`config.mk`:
```
export PLATFORM = sky130hd
export DESIGN_NAME = ls_address_queue_scheduler
export DESIGN_NICKNAME = d
export VERILOG_FILES = /design/src/rtl/ls_address_queue_scheduler_pkg.sv /design/src/rtl/ls_address_queue_scheduler_select.sv /design/src/rtl/ls_address_queue_scheduler.sv
export SDC_FILE = /design/constraint.sdc
export NUM_CORES = 2
export LEC_CHECK = 0
export ABC_AREA = 1
export BUFFER_PORTS_ARGS = -buffer_cell sky130_fd_sc_hd__buf_2
export CAP_MARGIN = 10
export CORE_ASPECT_RATIO = 0.5
export CORE_MARGIN = 8
export CORE_UTILIZATION = 55
export DETAILED_ROUTE_END_ITERATION = 6
export HOLD_SLACK_MARGIN = 0.12
export PLACE_DENSITY = 0.79
export REMOVE_ABC_BUFFERS = 1
export SYNTH_ARGS = -nofsm -noshare
export SYNTH_HDL_FRONTEND = slang
export SYNTH_SLANG_ARGS = --single-unit
```
`constraint.sdc`:
```
create_clock -name clk -period 38.3 [get_ports clk]
set_input_delay 5.745 -clock clk [delete_from_list [all_inputs] [get_ports clk]]
set_output_delay 5.745 -clock clk [all_outputs]
set_load 0.05 [all_outputs]
```
`src/rtl/ls_address_queue_scheduler_pkg.sv`:
```
// Shared types and constants for the load/store address queue.
package lsu_pkg;

   localparam logic LOAD  = 1'b0;
   localparam logic STORE = 1'b1;

   localparam int DEF_BW_PROCESSOR_DATA = 32;
   localparam int DEF_BW_ADDRESS        = 32;
   localparam int DEF_BW_TAG            = 4;
   localparam int DEF_AQ_LENGTH         = 10;

   localparam int BW_AQ_IDX = $clog2(DEF_AQ_LENGTH);
   localparam int BW_AQ_CNT = $clog2(DEF_AQ_LENGTH + 1);

   typedef struct packed {
      logic                             valid;
      logic                             opcode;
      logic [DEF_BW_TAG-1:0]            tag;
      logic                             addr_valid;
      logic [DEF_BW_ADDRESS-1:0]        addr;
      logic [DEF_BW_PROCESSOR_DATA-1:0] wdata;
      logic                             issued;
   } aq_entry_t;

endpackage

```
`src/rtl/ls_address_queue_scheduler_select.sv`:
```
// Circular priority encoder: first request found walking from i_head forward
// (oldest first) or, with REVERSE=1, walking backward (youngest first).
module age_priority_select #(
   parameter int N       = 10,
   parameter int BW_IDX  = 4,
   parameter bit REVERSE = 1'b0
) (
   input  logic [N-1:0]      i_req,
   input  logic [BW_IDX-1:0] i_head,
   output logic              o_found,
   output logic [BW_IDX-1:0] o_idx
);

   always_comb begin
      int pos;
      pos     = 0;
      o_found = 1'b0;
      o_idx   = '0;
      for (int k = 0; k < N; k++) begin
         if (REVERSE) begin
            pos = int'(i_head) - k;
            if (pos < 0) pos = pos + N;
         end else begin
            pos = int'(i_head) + k;
            if (pos >= N) pos = pos - N;
         end
         if (!o_found && i_req[pos]) begin
            o_found = 1'b1;
            o_idx   = BW_IDX'(pos);
         end
      end
   end

endmodule

```
`src/rtl/ls_address_queue_scheduler.sv`:
```
// Program-order address queue: in-order alloc, tag-based resolve, head-only
// store issue, out-of-order load issue with store-to-load forwarding.
module ls_address_queue_scheduler
   import lsu_pkg::*;
#(
   parameter int BW_PROCESSOR_DATA = 32,
   parameter int BW_ADDRESS        = 32,
   parameter int BW_TAG            = 4,
   parameter int AQ_LENGTH         = 10
) (
   input  logic                         clk,
   input  logic                         rst_n,
   input  logic                         i_flush,
   input  logic                         i_alloc_valid,
   output logic                         i_alloc_ready,
   input  logic                         i_alloc_opcode,
   input  logic [BW_TAG-1:0]            i_alloc_tag,
   input  logic                         i_exec_valid,
   input  logic [BW_TAG-1:0]            i_exec_tag,
   input  logic [BW_ADDRESS-1:0]        i_exec_addr,
   input  logic [BW_PROCESSOR_DATA-1:0] i_exec_wdata,
   output logic                         o_lsrsv_valid,
   input  logic                         o_lsrsv_ready,
   output logic                         o_lsrsv_opcode,
   output logic [BW_TAG-1:0]            o_lsrsv_tag,
   output logic [BW_ADDRESS-1:0]        o_lsrsv_rwaddr,
   output logic [BW_PROCESSOR_DATA-1:0] o_lsrsv_wdata,
   output logic                         o_lsrsv_load_forwarding_valid,
   output logic [BW_PROCESSOR_DATA-1:0] o_lsrsv_load_forwarding_data
);

   localparam int BW_IDX = $clog2(AQ_LENGTH);
   localparam int BW_CNT = $clog2(AQ_LENGTH + 1);
   localparam logic [BW_IDX-1:0] LAST_IDX = BW_IDX'(AQ_LENGTH - 1);
   localparam logic [BW_IDX-1:0] NUM_IDX  = BW_IDX'(AQ_LENGTH);
   localparam logic [BW_CNT-1:0] FULL_CNT = BW_CNT'(AQ_LENGTH);

   logic [AQ_LENGTH-1:0]         r_valid, r_opcode, r_addr_valid, r_issued;
   logic [BW_TAG-1:0]            r_tag   [AQ_LENGTH];
   logic [BW_ADDRESS-1:0]        r_addr  [AQ_LENGTH];
   logic [BW_PROCESSOR_DATA-1:0] r_wdata [AQ_LENGTH];
   logic [BW_IDX-1:0]            r_head, r_tail, r_lock_idx;
   logic [BW_CNT-1:0]            r_count;
   logic                         r_lock;

   logic                         r_hold_opcode, r_hold_fwd_valid;
   logic [BW_TAG-1:0]            r_hold_tag;
   logic [BW_ADDRESS-1:0]        r_hold_addr;
   logic [BW_PROCESSOR_DATA-1:0] r_hold_wdata, r_hold_fwd_data;

   logic [BW_IDX-1:0]    w_age [AQ_LENGTH];
   logic [AQ_LENGTH-1:0] w_unres, w_elig, w_fwd_req;
   logic                 w_unres_found, w_sel_found, w_fwd_found, w_fwd_hit;
   logic [BW_IDX-1:0]    w_unres_idx, w_unres_age, w_sel_idx, w_sel_prev, w_fwd_idx;
   logic [BW_IDX-1:0]    w_issue_idx;
   logic                 w_fire, w_pop, w_alloc, w_issue_opcode;

   logic                         w_cur_opcode;
   logic [BW_TAG-1:0]            w_cur_tag;
   logic [BW_ADDRESS-1:0]        w_cur_addr;
   logic [BW_PROCESSOR_DATA-1:0] w_cur_wdata, w_cur_fwd_data;

   function automatic logic [BW_IDX-1:0] f_next(input logic [BW_IDX-1:0] idx);
      return (idx == LAST_IDX) ? '0 : idx + 1'b1;
   endfunction

   // Age relative to head; valid entries are contiguous from head so this orders them.
   genvar gi;
   generate
      for (gi = 0; gi < AQ_LENGTH; gi++) begin : g_entry
         localparam logic [BW_IDX-1:0] IDX = BW_IDX'(gi);
         assign w_age[gi]   = (IDX >= r_head) ? (IDX - r_head) : (IDX + NUM_IDX - r_head);
         assign w_unres[gi] = r_valid[gi] && (r_opcode[gi] == STORE) && !r_addr_valid[gi];
         assign w_elig[gi]  = r_valid[gi] && r_addr_valid[gi] && !r_issued[gi] &&
                              ((r_opcode[gi] == STORE) ? (IDX == r_head)
                                                       : (!w_unres_found || (w_age[gi] < w_unres_age)));
         assign w_fwd_req[gi] = r_valid[gi] && (r_opcode[gi] == STORE) && r_addr_valid[gi] &&
                                (r_addr[gi] == w_cur_addr) && (w_age[gi] < w_age[w_sel_idx]);
      end
   endgenerate

   age_priority_select #(.N(AQ_LENGTH), .BW_IDX(BW_IDX), .REVERSE(1'b0)) u_unres_sel (
      .i_req   (w_unres),
      .i_head  (r_head),
      .o_found (w_unres_found),
      .o_idx   (w_unres_idx)
   );

   age_priority_select #(.N(AQ_LENGTH), .BW_IDX(BW_IDX), .REVERSE(1'b0)) u_issue_sel (
      .i_req   (w_elig),
      .i_head  (r_head),
      .o_found (w_sel_found),
      .o_idx   (w_sel_idx)
   );

   // Walking backward from just below the load finds the youngest older store first.
   age_priority_select #(.N(AQ_LENGTH), .BW_IDX(BW_IDX), .REVERSE(1'b1)) u_fwd_sel (
      .i_req   (w_fwd_req),
      .i_head  (w_sel_prev),
      .o_found (w_fwd_found),
      .o_idx   (w_fwd_idx)
   );

   assign w_unres_age    = w_age[w_unres_idx];
   assign w_sel_prev     = (w_sel_idx == '0) ? LAST_IDX : w_sel_idx - 1'b1;
   assign w_cur_opcode   = r_opcode[w_sel_idx];
   assign w_cur_tag      = r_tag[w_sel_idx];
   assign w_cur_addr     = r_addr[w_sel_idx];
   assign w_cur_wdata    = r_wdata[w_sel_idx];
   assign w_fwd_hit      = w_sel_found && (w_cur_opcode == LOAD) && w_fwd_found;
   assign w_cur_fwd_data = w_fwd_hit ? r_wdata[w_fwd_idx] : '0;

   assign i_alloc_ready  = (r_count < FULL_CNT) && !i_flush;
   assign w_alloc        = i_alloc_valid && i_alloc_ready;
   assign o_lsrsv_valid  = !i_flush && (r_lock || w_sel_found);
   assign w_fire         = o_lsrsv_valid && o_lsrsv_ready;
   assign w_issue_idx    = r_lock ? r_lock_idx : w_sel_idx;
   assign w_issue_opcode = r_lock ? r_hold_opcode : w_cur_opcode;
   assign w_pop          = (w_fire && (w_issue_opcode == STORE)) ||
                           (r_valid[r_head] && (r_opcode[r_head] == LOAD) && r_issued[r_head]);

   assign o_lsrsv_opcode = o_lsrsv_valid && (r_lock ? r_hold_opcode : w_cur_opcode);
   assign o_lsrsv_tag    = !o_lsrsv_valid ? '0 : (r_lock ? r_hold_tag   : w_cur_tag);
   assign o_lsrsv_rwaddr = !o_lsrsv_valid ? '0 : (r_lock ? r_hold_addr  : w_cur_addr);
   assign o_lsrsv_wdata  = !o_lsrsv_valid ? '0 : (r_lock ? r_hold_wdata : w_cur_wdata);
   assign o_lsrsv_load_forwarding_valid = o_lsrsv_valid && (r_lock ? r_hold_fwd_valid : w_fwd_hit);
   assign o_lsrsv_load_forwarding_data  = !o_lsrsv_valid ? '0 :
                                          (r_lock ? r_hold_fwd_data : w_cur_fwd_data);

   always_ff @(posedge clk) begin
      if (!rst_n) begin
         r_valid          <= '0;
         r_opcode         <= '0;
         r_addr_valid     <= '0;
         r_issued         <= '0;
         r_head           <= '0;
         r_tail           <= '0;
         r_count          <= '0;
         r_lock           <= 1'b0;
         r_lock_idx       <= '0;
         r_hold_opcode    <= 1'b0;
         r_hold_tag       <= '0;
         r_hold_addr      <= '0;
         r_hold_wdata     <= '0;
         r_hold_fwd_valid <= 1'b0;
         r_hold_fwd_data  <= '0;
         for (int i = 0; i < AQ_LENGTH; i++) begin
            r_tag[i]   <= '0;
            r_addr[i]  <= '0;
            r_wdata[i] <= '0;
         end
      end else if (i_flush) begin
         r_valid <= '0;
         r_head  <= '0;
         r_tail  <= '0;
         r_count <= '0;
         r_lock  <= 1'b0;
      end else begin
         // The tail slot is always free when allocating, so none of these writes collide.
         if (w_alloc) begin
            r_valid[r_tail]      <= 1'b1;
            r_opcode[r_tail]     <= i_alloc_opcode;
            r_tag[r_tail]        <= i_alloc_tag;
            r_addr_valid[r_tail] <= 1'b0;
            r_issued[r_tail]     <= 1'b0;
            r_tail               <= f_next(r_tail);
         end
         for (int i = 0; i < AQ_LENGTH; i++) begin
            if (i_exec_valid && r_valid[i] && (r_tag[i] == i_exec_tag)) begin
               r_addr_valid[i] <= 1'b1;
               r_addr[i]       <= i_exec_addr;
               r_wdata[i]      <= i_exec_wdata;
            end
         end
         if (w_fire) begin
            r_issued[w_issue_idx] <= 1'b1;
         end
         if (w_pop) begin
            r_valid[r_head] <= 1'b0;
            r_head          <= f_next(r_head);
         end
         r_count <= r_count + {{(BW_CNT-1){1'b0}}, w_alloc} - {{(BW_CNT-1){1'b0}}, w_pop};
         if (w_fire) begin
            r_lock <= 1'b0;
         end else if (o_lsrsv_valid && !r_lock) begin
            r_lock           <= 1'b1;
            r_lock_idx       <= w_sel_idx;
            r_hold_opcode    <= w_cur_opcode;
            r_hold_tag       <= w_cur_tag;
            r_hold_addr      <= w_cur_addr;
            r_hold_wdata     <= w_cur_wdata;
            r_hold_fwd_valid <= w_fwd_hit;
            r_hold_fwd_data  <= w_cur_fwd_data;
         end
      end
   end

endmodule
```
Yosys cells after proc, flatten, opt, wreduce, memory -nomap -nowiden
Memory sizes are Yosys's and may differ from the RTL's.
Cells that the tools add are included.
{"block": "op_classes", "add_sub_neg": 59, "order_cmp": 80, "n_eq_ne": 31, "n_mux": 313, "n_bitwise": 34, "reduce_logical": 231}
{"cell": "$mux 32", "count": 47}
{"cell": "$lt 32x6->1 const B", "count": 20}
{"cell": "$eq 32x32->1", "count": 10}
{"cell": "$add 32x5->32 const B", "count": 9}
{"cell": "$ge 32x5->1 const B", "count": 9}
{"cell": "$lt 32x1->1 const B", "count": 9}
{"cell": "$sub 32x5->32 const B", "count": 9}
{"cell": "$mux 4", "count": 52}
{"cell": "$mux 1", "count": 165}
{"cell": "$logic_and 1x1->1", "count": 142}
{"cell": "$bmux 1 s4", "count": 34}
{"cell": "$mux 10", "count": 9}
{"cell": "$lt 4x4->1", "count": 20}
{"cell": "$logic_not 1->1", "count": 50}
{"cell": "$eq 4x4->1", "count": 10}
{"cell": "$bmux 4 s4", "count": 2}
{"cell": "$sub 4x4->4 const A", "count": 8}
{"cell": "$and 10x10->10", "count": 3}
{"cell": "$reduce_and 2->1", "count": 11}
{"cell": "$add 4x3->5 const B", "count": 4}
{"cell": "$lt 4x5->1 const B", "count": 4}
{"cell": "$not 10->10", "count": 2}
{"cell": "$or 1x1->1", "count": 20}
{"cell": "$or 10x10->10", "count": 2}
{"cell": "39 further kinds", "count": 97}
{"block": "totals", "regBits": 159, "mem_bits_rw": 680, "input_bits": 79, "output_inout_bits": 104, "word_cells": 775, "n_memories": 3}
{"name": "r_addr", "depth": 10, "word_bits": 32, "read_ports": 11, "rd_clocked_by_memory_dff": 0, "write_ports": 10, "line_no": "ls_address_queue_scheduler.sv:40", "text": "logic [BW_ADDRESS-1:0] r_addr [AQ_LENGTH];"}
{"name": "r_wdata", "depth": 10, "word_bits": 32, "read_ports": 2, "rd_clocked_by_memory_dff": 0, "write_ports": 10, "line_no": "ls_address_queue_scheduler.sv:41", "text": "logic [BW_PROCESSOR_DATA-1:0] r_wdata [AQ_LENGTH];"}
{"name": "r_tag", "depth": 10, "word_bits": 4, "read_ports": 11, "rd_clocked_by_memory_dff": 0, "write_ports": 10, "line_no": "ls_address_queue_scheduler.sv:39", "text": "logic [BW_TAG-1:0] r_tag [AQ_LENGTH];"}

Longest topological paths before layout
{"block": "logic_depth", "ltp_word": 113, "ltp_mapped": 112, "mapped_depth_nobuf": 101}

By module
A second synthesis with hierarchy kept.
{"block": "unflattened", "hier_cells": 7802, "area_unflattened_um2": 57675.3}
{"module": "ls_address_queue_scheduler", "instances": 1, "cells_per_inst": 6513, "area_per_inst_um2": 50738.7, "seq_area_each_um2": 24323.3}
{"module": "age_priority_select at u_issue_sel ...", "instances": 2, "cells_per_inst": 451, "area_per_inst_um2": 2454.9, "seq_area_each_um2": 0.0}
{"module": "age_priority_select at u_fwd_sel", "instances": 1, "cells_per_inst": 387, "area_per_inst_um2": 2026.9, "seq_area_each_um2": 0.0}

Worst setup path after synthesis
OpenSTA, ideal clock, no wires.
{"block": "synth_path", "path_kind": "register to output", "from": "register r_head[0]", "to": "output port o_lsrsv_load_forwarding_data[10]", "arrival_time_ps": 13541, "required_time_ps": 32555, "setup_slack_ps": 19014, "path_stages_with_launch": 103, "path_buffers": 15, "cell_sequence": "dfxtp_1 buf_4 inv_2 buf_6 buf_6 buf_4 buf_4 clkbuf_1 ha_1 buf_2 inv_2 ha_1 inv_1 o21ai_2 nand4_1 a21boi_1 nand2_1 o21ai_0 [67 not listed] inv_2 nand2_1 clkinv_1 nand2_1 inv_1 nand2_1 inv_1 nand2_1 nand2_2 nand2_4 buf_8 buf_4 nand2_1 nand3_1 nand3_1 nand3_1 nand2_1 a21oi_1"}
{"block": "synth_via", "elab_chain_len": 113, "elab_cells_between_ends": 432, "classes_between": "add/sub (55); order compare (50); eq/ne (19); mux (202); bitwise (3); reduce/logical (101); memory (2)"}
{"element": "from (decl)", "line_no": "ls_address_queue_scheduler.sv:42", "text": "logic [BW_IDX-1:0] r_head, r_tail, r_lock_idx;"}
{"element": "from (signal assigned)", "line_no": "ls_address_queue_scheduler.sv:180", "text": "r_head <= f_next(r_head);"}
{"element": "parallel branches: the longest is 112 deep, another holds $sub 32x5->32"}
{"element": "$mux 32 (*)", "line_no": "ls_address_queue_scheduler.sv:127", "text": "assign o_lsrsv_load_forwarding_data = !o_lsrsv_valid ? '0 :"}
{"element": "to (decl)", "line_no": "ls_address_queue_scheduler.sv:29", "text": "output logic [BW_PROCESSOR_DATA-1:0] o_lsrsv_load_forwarding_data"}
Every way passes the cells marked *. The select of a mux whose other input is x is not followed.

Final worst setup path
{"block": "layout_path", "from": "register r_head[0]", "to": "output port o_lsrsv_load_forwarding_data[1]"}
The elaborated chain is that of the path after synthesis.

==> implementation parameters <==
Parameter                              Value

Placed design
  GP Congestion    1.10
  Total placed instance area    0.0575 mm^2
  Detailed Place HPWL    156 mm
  Dpl cells    8918
  Number of port buffers    182

Global routing
  Largest net degree at the start of global routing    140
  Via count of the first global-routing pass    52100
  Aggregate global-route resource usage    39.6%
  Grt total ovfl    0
  Initial antenna violation count    11
  Global-route wire length before repair    339 mm

CTS
  Clock Path Buffers    3
  Cell at the root of the clock tree    sky130_fd_sc_hd__clkbuf_16
  Clock tree from TritonCTS    yes
  Post-CTS resize count    0
  Setup bufs post-CTS    0
  H-tree Lvls    3
  Insertion delay to the later sink of the worst-skew pair    0.74 ns
  Clock sink total    847
  Hold buffer count at cts    0
  Clock transition at path regs    0.09 ns
  Number of buffers added by the clock tree synthesis step    81

Power and ir drop
  P_leak    26.0 nW
  Clock network fraction of total power    42.2%
  Peak supply drop    0.0318 mV
  Sw Ratio    26.3%
  Combinational share of power    7.5%
  Total power of the final layout    0.00205 W
  Cell Int Power    0.00151 W
  Power density over cell area    34.1 mW/mm^2
  Switching power of the nets    0.000540 W
  Sequential power share    50.3%

Floorplanning
  IO Pins    183
  Core Area    0.102 mm^2
  # rows    83
  Die Outline Area    0.114 mm^2
  Die boundary width    469 um
  Die height    243 um
  Initial core utilization    55.2%

Worst setup path
  Endpoint required time on the critical path    32.55 ns
  Type of the worst setup path    flip-flop to primary output
  Longest individual stage delay on the worst path    1.05 ns
  Logic depth of the worst register-to-register path    77
  Slowest cell on crit path    sky130_fd_sc_hd__a211oi_1
  Slack of the worst reg-to-reg path    20.47 ns
  Maximum fanout along the worst path    116
  Category of the worst setup path launch point    flip-flop
  Crit-path most repeated cell    sky130_fd_sc_hd__nand2_1
  Data arrival, critical path    18.75 ns
  Crit. End Element    primary output

Drt
  Via density    6.29
  Detailed-route wire length per cell    25.9 um
  DRC viols    1
  Number of DRC markers in iteration 0    9748
  DR pass1 iterations    7
  Remaining antenna violation count    0
  Total Wirelength    235 mm
  Via count    57100

Timing
  Post-route clock period utilization    64.0%
  Unrepaired setup endpoints after global routing    false
  Remaining max-slew budget at the tightest pin    13.8%
  Number of setup violations in the final report    0
  Clock Skew    0.0357 ns
  Slew Limit Fails    0
  Slew at the pin closest to its max-slew limit    1.26 ns
  Sum Neg Setup Slack    0 ns
  Fmax    40.8 MHz
  Min Tclk post-route    24.49 ns
  Number of hold-slack violations in the final timing report    0

Synth
  Fraction of synthesized area in multiplexers    0.0887%
  Synth async-reset ratio    0%
  Warning count from the yosys run    0
  Proportion of synthesized chip area in sequential cells    42.2%
  Syn_area_per_cell    7.30 um^2
  Flops & latches, synth    847
  Post-synthesis compound-gate area fraction    10.9%
  Synth Instances    7734
  Yosys cell types    71
  Area fraction in and, or, nand and nor cells after synthesis    32.3%
  EDFF count, synth    688
  Synth Area in Adders    2.51%
  Cell area after technology mapping    0.0564 mm^2
  Combinational family with the most area after synthesis    simple AND/OR/NAND/NOR gates
  Synthesized-area fraction occupied by xor and xnor cells    2.99%
  Primary FF master, synth    sky130_fd_sc_hd__edfxtp_1

Flow run
  Max cap viols    0

Layout
  Count of fill cells added during filler insertion    9422
  Most common cell after layout, fill and taps aside    sky130_fd_sc_hd__nand2_1
  Number of standard cells in the layout, taps in and fillers out    9074
  Area of combinational cells with multiple inputs    0.0278 mm^2
  Share of cells above drive strength 1    7.65%
  Cell area after layout    0.0603 mm^2
  Commonest cells after routing, fill and taps aside    sky130_fd_sc_hd__nand2_1, sky130_fd_sc_hd__nor2_1, sky130_fd_sc_hd__nand3_1, sky130_fd_sc_hd__edfxtp_1, sky130_fd_sc_hd__inv_1
  Area added between synthesis and finish    6.77%
  Nets    7832
  Seq. cell area    0.0238 mm^2

Worst hold path
  Hold/Removal Path Class    flip-flop to flip-flop
  Hold-critical path depth    2

Status
  Result of the run    finished, violations left
  Violated checks    design-rule violations
## state kept, by name, summed over array words and instances (netlist names)
name              cells
r_addr              320
r_wdata             320
r_tag                48
r_hold_addr          32
r_hold_fwd_data      32
r_hold_wdata         32
r_addr_valid         10
r_issued             10
r_opcode             10
r_valid              10
r_count               4
r_head                4
r_hold_tag            4
r_lock_idx            4
r_tail                4
r_hold_fwd_valid      1
r_hold_opcode         1
r_lock                1
## power by group through the flow
stage / clock [W] / combinational (W) / sequential (W)
after floorplan: 0 / 0.0000814 / 0.00105
after global placement: 0 / 0.000146 / 0.00105
after detailed placement: 0 / 0.000147 / 0.00105
after CTS: 0.000859 / 0.000147 / 0.00103
after global routing: 0.000894 / 0.000161 / 0.00103
final: 0.000866 / 0.000154 / 0.00103
## cell usage after synthesis (52+ instances only)
cell type                  number  area, um^2
sky130_fd_sc_hd__a21oi_1      357        1790
sky130_fd_sc_hd__buf_2         82         410
sky130_fd_sc_hd__buf_6         52         586
sky130_fd_sc_hd__clkbuf_1     213         800
sky130_fd_sc_hd__clkinv_1      72         270
sky130_fd_sc_hd__dfxtp_1      159        3180
sky130_fd_sc_hd__edfxtp_1     688       20700
sky130_fd_sc_hd__ha_1         110        1380
sky130_fd_sc_hd__inv_1        561        2110
sky130_fd_sc_hd__nand2_1     1799        6750
sky130_fd_sc_hd__nand3_1      955        4780
sky130_fd_sc_hd__nand3b_1      56         420
sky130_fd_sc_hd__nand4_1       53         332
sky130_fd_sc_hd__nor2_1      1298        4870
sky130_fd_sc_hd__o21ai_0      522        2610
sky130_fd_sc_hd__o21ai_1      118         591
sky130_fd_sc_hd__xor2_1       145        1270
## worst max-delay path, delay by kind of cell (launching register included)
family,cells,cell delay (ns)
buffers and inverters,7,2.27
XOR/XNOR,1,0.17
adder cells (fa/ha/maj),4,1.43
AND/OR/NAND/NOR,44,8.33
AO/OA/AOI/OAI,21,5.11
flip-flops,1,0.34
## stage by stage
stage | util [%] | worst slack, ns | hold slack [ns]
3_3_place_gp | 56.3 | 15.41 | 0.437
2_1_floorplan | - | 11.05 | 0.424
3_5_place_dp | 56.3 | 15.41 | 0.444
5_1_grt | 59.0 | 12.93 | 0.471
6_report | 59.0 | 13.81 | 0.456
4_1_cts | 59.0 | 14.56 | 0.453
## per-layer routing
metal	GRT usage [%]	share of wire (%)
met4	20.8	6.5
met1	53.3	37
met3	11.6	15
met2	57.6	41
met5	0	0.036
## cell type report
type / count / area share (%)
repair buffers: 268 / 2.61
clock buffers: 111 / 3.72
clock inverters: 41 / 0.824
flip-flops and latches: 847 / 39.6
inverters: 682 / 4.28
diodes: 4 / 0.0166
multi-input cells: 5761 / 46.2
well taps: 1360 / 2.82
## final timing paths
check / start / to
setup / recovery: r_head[0] / o_lsrsv_load_forwarding_data[1]
setup reg to reg: r_head[0] / r_hold_fwd_data[14]
hold / removal: r_lock_idx[2] / r_lock_idx[2]
hold reg to reg: r_lock_idx[2] / r_lock_idx[2]
## cell families (layout without fill, tap and decap cells)
logic type | Yosys count | count (layout)
AOI/OAI and AO/OA | 1151 | 1151
xor gates and xnor gates | 189 | 189
adders and majority gates | 112 | 112
buffers and inverters | 1126 | 1102
DFF | 847 | 847
muxes | 5 | 5
other | 0 | 4
and+or+nand+nor | 4304 | 4304
Note: power is estimated with default switching activity, not from simulation.
